<file path="src/rtl/systolic_result_collector.sv">
// Collects output rows streamed by systolic_array into a row buffer, then replays
// them downstream over a valid/ready stream with a last-beat marker.
module systolic_result_collector #(
    parameter int unsigned BitSize     = 8,
    parameter int unsigned NumOfNerves = 3,
    parameter int unsigned MaxRows     = 4,
    parameter bit          ReLU        = 1'b0,
    localparam int unsigned CntW       = $clog2(MaxRows + 1),
    localparam int unsigned RowW       = NumOfNerves * BitSize
) (
    input  logic            clk,
    input  logic            res_n,
    input  logic            in_valid,
    input  logic            in_done,
    input  logic [RowW-1:0] in_data,
    output logic            rd_valid,
    input  logic            rd_ready,
    output logic [RowW-1:0] rd_data,
    output logic            rd_last,
    output logic [CntW-1:0] rd_count,
    output logic            busy,
    output logic            overflow
);

    localparam int unsigned AddrW = (MaxRows > 1) ? $clog2(MaxRows) : 1;

    typedef enum logic [1:0] {StIdle, StCapture, StDrain} state_e;

    state_e            state_q, state_d;
    logic [CntW-1:0]   wr_ptr_q, wr_ptr_d;
    logic [CntW-1:0]   rd_ptr_q, rd_ptr_d;
    logic [CntW-1:0]   rd_count_q, rd_count_d;
    logic              overflow_q, overflow_d;
    logic              wr_en;
    logic [AddrW-1:0]  wr_addr;
    logic [RowW-1:0]   row_in;
    logic [RowW-1:0]   mem_q [MaxRows];

    // Optional clamp of negative lanes before the row enters the buffer.
    always_comb begin
        row_in = in_data;
        if (ReLU) begin
            for (int j = 0; j < NumOfNerves; j++) begin
                if (in_data[j*BitSize + BitSize - 1]) begin
                    row_in[j*BitSize +: BitSize] = '0;
                end
            end
        end
    end

    assign rd_valid = (state_q == StDrain);
    assign busy     = (state_q == StDrain);
    assign rd_last  = (state_q == StDrain) && (rd_ptr_q == rd_count_q - CntW'(1));
    assign rd_data  = (state_q == StDrain) ? mem_q[rd_ptr_q[AddrW-1:0]] : '0;
    assign rd_count = rd_count_q;
    assign overflow = overflow_q;

    always_comb begin
        state_d    = state_q;
        wr_ptr_d   = wr_ptr_q;
        rd_ptr_d   = rd_ptr_q;
        rd_count_d = rd_count_q;
        overflow_d = overflow_q;
        wr_en      = 1'b0;
        wr_addr    = wr_ptr_q[AddrW-1:0];
        unique case (state_q)
            StIdle: begin
                if (in_valid) begin
                    wr_en      = 1'b1;
                    wr_addr    = '0;
                    wr_ptr_d   = CntW'(1);
                    rd_ptr_d   = '0;
                    rd_count_d = '0;
                    overflow_d = 1'b0;
                    if (in_done) begin
                        rd_count_d = CntW'(1);
                        state_d    = StDrain;
                    end else begin
                        state_d = StCapture;
                    end
                end
            end
            StCapture: begin
                if (in_valid) begin
                    if (wr_ptr_q < CntW'(MaxRows)) begin
                        wr_en    = 1'b1;
                        wr_ptr_d = wr_ptr_q + CntW'(1);
                    end else begin
                        overflow_d = 1'b1;
                    end
                end
                // A row arriving with in_done is already counted in wr_ptr_d.
                if (in_done) begin
                    rd_count_d = wr_ptr_d;
                    rd_ptr_d   = '0;
                    state_d    = StDrain;
                end
            end
            StDrain: begin
                if (in_valid) begin
                    overflow_d = 1'b1;
                end
                if (rd_ready) begin
                    if (rd_last) begin
                        rd_ptr_d = '0;
                        wr_ptr_d = '0;
                        state_d  = StIdle;
                    end else begin
                        rd_ptr_d = rd_ptr_q + CntW'(1);
                    end
                end
            end
            default: state_d = StIdle;
        endcase
    end

    always_ff @(posedge clk or negedge res_n) begin
        if (!res_n) begin
            state_q    <= StIdle;
            wr_ptr_q   <= '0;
            rd_ptr_q   <= '0;
            rd_count_q <= '0;
            overflow_q <= 1'b0;
        end else begin
            state_q    <= state_d;
            wr_ptr_q   <= wr_ptr_d;
            rd_ptr_q   <= rd_ptr_d;
            rd_count_q <= rd_count_d;
            overflow_q <= overflow_d;
        end
    end

    // Buffer contents need no reset; reads are gated by the drain state.
    always_ff @(posedge clk) begin
        if (wr_en) begin
            mem_q[wr_addr] <= row_in;
        end
    end

endmodule

</file>
<file path="config.mk">
export PLATFORM = sky130hd
export DESIGN_NAME = systolic_result_collector
export DESIGN_NICKNAME = d
export VERILOG_FILES = /design/src/rtl/systolic_result_collector.sv
export SDC_FILE = /design/constraint.sdc
export NUM_CORES = 1
export LEC_CHECK = 0
export BUFFER_PORTS_ARGS = -buffer_cell sky130_fd_sc_hd__buf_2
export CAP_MARGIN = 10
export CORE_MARGIN = 5
export CORE_UTILIZATION = 25
export DETAILED_ROUTE_END_ITERATION = 6
export HOLD_SLACK_MARGIN = 0.02
export SYNTH_ARGS = -nofsm -noshare
export SYNTH_HDL_FRONTEND = slang
export SYNTH_SLANG_ARGS = --single-unit
</file>
<file path="constraint.sdc">
create_clock -name clk -period 4.2 [get_ports clk]
set_input_delay 0.21 -clock clk [delete_from_list [all_inputs] [get_ports clk]]
set_output_delay 0.21 -clock clk [all_outputs]
set_load 0.05 [all_outputs]
</file>
==> reports/results.md <==
| Stage | Result | This run |
| --- | --- | --- |
| floorplan | Num rows | 49 |
| yosys | Share of Yosys cell area claimed by the top area cell type | 0.6377 |
| grt | Via count of the first global-routing pass | 2633 |
| timing | Count of endpoints failing hold in the final timing report | 0 |
| clocking | Post-cts gate resize count | 0 |
| cells and area | Final standard cell utilization of the core | 0.3013 |
| cells and area | Net count of the finished layout | 351 |
| setup path | Required time reported for the critical path endpoint | 3990 ps |
| yosys | Most used flip-flop cell after synthesis | sky130_fd_sc_hd__edfxtp_1 |
| yosys | Syn Area/Cell | 18.01 sq um |
| grt | Aggregate global routing overflow | 0 |
| outcome | Status | finished, final reports clean |
| floorplan | Chip height | 144.5 um |
| placed design | Port Buffers | 59 |
| setup path | Element type at the critical path end | primary output |
| drt | Iteration-0 DRC count of the detailed router | 100 |
| clocking | Clock slew seen by the registers of the worst setup and hold paths | 70 ps |
| yosys | Cell area after technology mapping | 4521 sq um |
| grt | First-pass GRT wire length | 14960 um |
| setup path | Worst path depth | 3 |
| setup path | Crit Reg-Reg Endpoint | overflow |
| yosys | EDFF count, synth | 96 |
| setup path | Kind of launch point of the worst setup path | flop |
| cells and area | Filler cells | 1790 |
| grt | Maximum number of pins on one net before global-route repair | 29 |
| drt | Count of antenna-violating nets left after detailed routing | 0 |
| drt | Vias per cell | 4.366 |
| clocking | CTS tree | yes |
| setup path | Reg-to-Reg Start | state_q[0] |
| power | Combinational power share | 0.375 |
| power | Power density cells | 669.4 nW/um^2 |
| timing | Endpoints failing setup | 0 |
| placed design | HPWL Detailed | 6150 um |
| clocking | Number of buffers on the longest clock path | 2 |
| setup path | Critical path launch point | rd_ptr_q[0] |
| cells and area | Fraction of final layout cells with drive strength greater than 1 | 0.3531 |
| clocking | Number of buffers created by CTS | 9 |
| timing | Part of the cycle the worst path needs | 0.6129 |
| yosys | Synth Net Count | 287 |
| yosys | Async set-or-reset flop fraction in the synthesized netlist | 0.1111 |
| yosys | Top-count cell post-synth | sky130_fd_sc_hd__edfxtp_1 |
| power | Fraction of power consumed by the clock network | 0.234 |
| yosys | Count of unique library cells instantiated by Yosys | 41 |
| setup path | Largest fanout on the critical path | 28 |
| timing | Maximum clock frequency | 388.5 MHz |
| timing | Setup repair after global routing missed its margin | no |
| setup path | Delay of the slowest cell on the worst path | 990 ps |
| yosys | Main area contributors after synthesis | sky130_fd_sc_hd__edfxtp_1, sky130_fd_sc_hd__mux4_2, sky130_fd_sc_hd__dfrtp_1 |
| cells and area | Ant diodes | 0 |
| power | Switching power as a share of total power | 0.3775 |
| yosys | Most frequent cells after synthesis | sky130_fd_sc_hd__edfxtp_1, sky130_fd_sc_hd__and2_1, sky130_fd_sc_hd__mux4_2 |
| power | Worst-case vdd ir drop | 0.0003039 V |
| grt | Antenna violations before repair | 0 |
| clocking | Number of levels in the clock H-tree | 3 |
| setup path | Setup slack, reg-to-reg | 1970 ps |
| setup path | Critical path buffers and inverters | 1 |
| drt | Vias | 2397 |
| setup path | Signal arrival time at the worst endpoint | 2360 ps |
| setup path | Kind of critical path | flop to primary output |
| setup path | Depth of the worst register-to-register path | 7 |
| clocking | Number of sinks driven by the clock tree | 108 |
| power | Sequential Power Share | 0.390 |
| job | Max-Cap Viols | 0 |
| placed design | Weighted congestion at the end of routability-driven global placement | 0.7802 |
| yosys | Yosys warning total | 0 |
| floorplan | Count of boundary I/O pins | 60 |
| hold path | Worst min-delay path class | primary input to flop |
| floorplan | Core area | 17900 sq um |
| drt | Routed length per instance | 17.32 um |
| setup path | Cell breakdown of the critical path | mux4_2 -> and2_1 -> buf_2 |
| floorplan | Die outline area | 20870 sq um |
| power | Internal Pwr Total | 0.002248 W |
| yosys | Cells after Synth | 251 |
| yosys | Biggest area consumer among synthesized cells | sky130_fd_sc_hd__edfxtp_1 |
| setup path | Critical path capture point | rd_data[1] |
| timing | Final clock skew | 7.008 ps |
| clocking | Clock tree root buffer cell | sky130_fd_sc_hd__clkbuf_16 |
| yosys | Proportion of synthesized chip area in sequential cells | 0.7041 |
| setup path | Critical Path Slowest Stage Cell | sky130_fd_sc_hd__dfrtp_2 |
| clocking | Clock latency of the later-clocked register in the worst-skew pair | 340 ps |
| setup path | Family with the most delay on the worst path | flip-flops |
| floorplan | Horizontal die dimension | 144.5 um |
| yosys | Synthesized flop and latch total | 108 |
| timing | Accumulated negative setup slack | 0 ps |
| timing | Final critical-path required period | 2574 ps |
| timing | Slew @ Worst Pin | 946.4 ps |
| drt | Number of detailed-routing iterations run before antenna repair | 4 |
| timing | Worst-case headroom to the max-slew limit | 0.3690 |
| timing | Slew Viols, Final | 0 |
| drt | Total wire length after detailed routing | 9506 um |
| floorplan | Starting utilization of the core area | 0.2525 |
| power | Standby leakage power | 1.949 nW |
| grt | Global router's overall resource usage | 0.09584 |
| power | Switch Pwr | 0.001363 W |
| hold path | Hold Path Stages | 1 |
| drt | Number of design rule violations left after detail routing | 0 |
| cells and area | Layout overhead on the synthesized area | 19.32% |
-- worst min-delay path by stage --
| stage | start | to |
|---|---|---|
| after floorplan | res_n | overflow |
| after global placement | res_n | rd_count[0] |
| after detailed placement | res_n | rd_count[0] |
| after CTS | in_data[16] | mem_q[3][16] |
| after global routing | in_data[19] | mem_q[3][19] |
| final | in_data[8] | mem_q[2][8] |
-- metal layers --
layer  part of all wire  vias up  track usage  routed length (um)
met5                  0        -            0                   0
met4              0.011        0      0.02798                 100
met3              0.056        8      0.02976                 536
met2               0.51       60       0.1631                4834
met1               0.42     1229       0.1174                4035
li1                   -     1100            -                   -
-- repair_timing --
action / CTS / global route
endpoints found under the hold margin: 12 / 0
hold buffers: 1 / 0
setup endpoints to repair: 0 / 0
buffers inserted: 0 / 0
-- state kept, by name, indices dropped and copies added, names as in the netlist --
name,flops
wr_ptr_q,3
overflow,1
rd_ptr_q,3
rd_count,3
mem_q,96
state_q,2
-- power groups by stage --
stage                     clock (W)  sequential (W)  combinational (W)
final                      0.000846         0.00141            0.00135
after floorplan                   0         0.00140            0.00107
after global placement            0         0.00143            0.00136
after CTS                  0.000870         0.00142            0.00138
after detailed placement          0         0.00144            0.00137
after global routing       0.000924         0.00143            0.00146
-- stage by stage --
stage                     cells  setup slack (ps)  total power, W  hold WS [ps]  cell area (sq um)
after detailed placement    532              1911        0.002812         110.4               5086
after floorplan             251             399.6        0.002473        -85.59               4521
after CTS                   549              1529        0.003666         64.82               5394
final                       549              1626        0.003611         78.74               5394
after global placement      532              1894        0.002795         112.9               5086
after global routing        549              1449        0.003814         63.58               5394
-- cell usage in the layout (no fill, tap or decap), types with 4 or more instances in the layout --
| cell type | count |
|---|---|
| sky130_fd_sc_hd__nand2_1 | 6 |
| sky130_fd_sc_hd__and2_1 | 24 |
| sky130_fd_sc_hd__edfxtp_1 | 96 |
| sky130_fd_sc_hd__ha_1 | 7 |
| sky130_fd_sc_hd__nor2b_1 | 4 |
| sky130_fd_sc_hd__buf_2 | 59 |
| sky130_fd_sc_hd__nand2b_1 | 4 |
| sky130_fd_sc_hd__buf_4 | 6 |
| sky130_fd_sc_hd__inv_1 | 8 |
| sky130_fd_sc_hd__clkbuf_16 | 9 |
| sky130_fd_sc_hd__dfrtp_1 | 11 |
| sky130_fd_sc_hd__mux4_2 | 24 |
| sky130_fd_sc_hd__nor2_1 | 10 |
-- kinds of logic after synthesis --
kind of cell,Yosys count,share of synthesized area
xor gates and xnor gates,4,0.01080
adders and majority gates,7,0.01937
buffers and inverters,21,0.02186
AOI/OAI and AO/OA,20,0.03045
DFF,108,0.7041
and+or+nand+nor,61,0.07777
muxes,30,0.1356
-- layout make-up --
cell class	count	area (sq um)	share of cell area
well taps	229	286.5	0.05312
clock inverters	7	72.57	0.01345
multi-input cells	122	1245	0.2308
inverters	8	30.03	0.005567
clock buffers	9	225.2	0.04175
repair buffers	66	350.3	0.06495
flip-flops and latches	108	3184	0.5903
No activity file was read; power rests on OpenSTA's default activity.
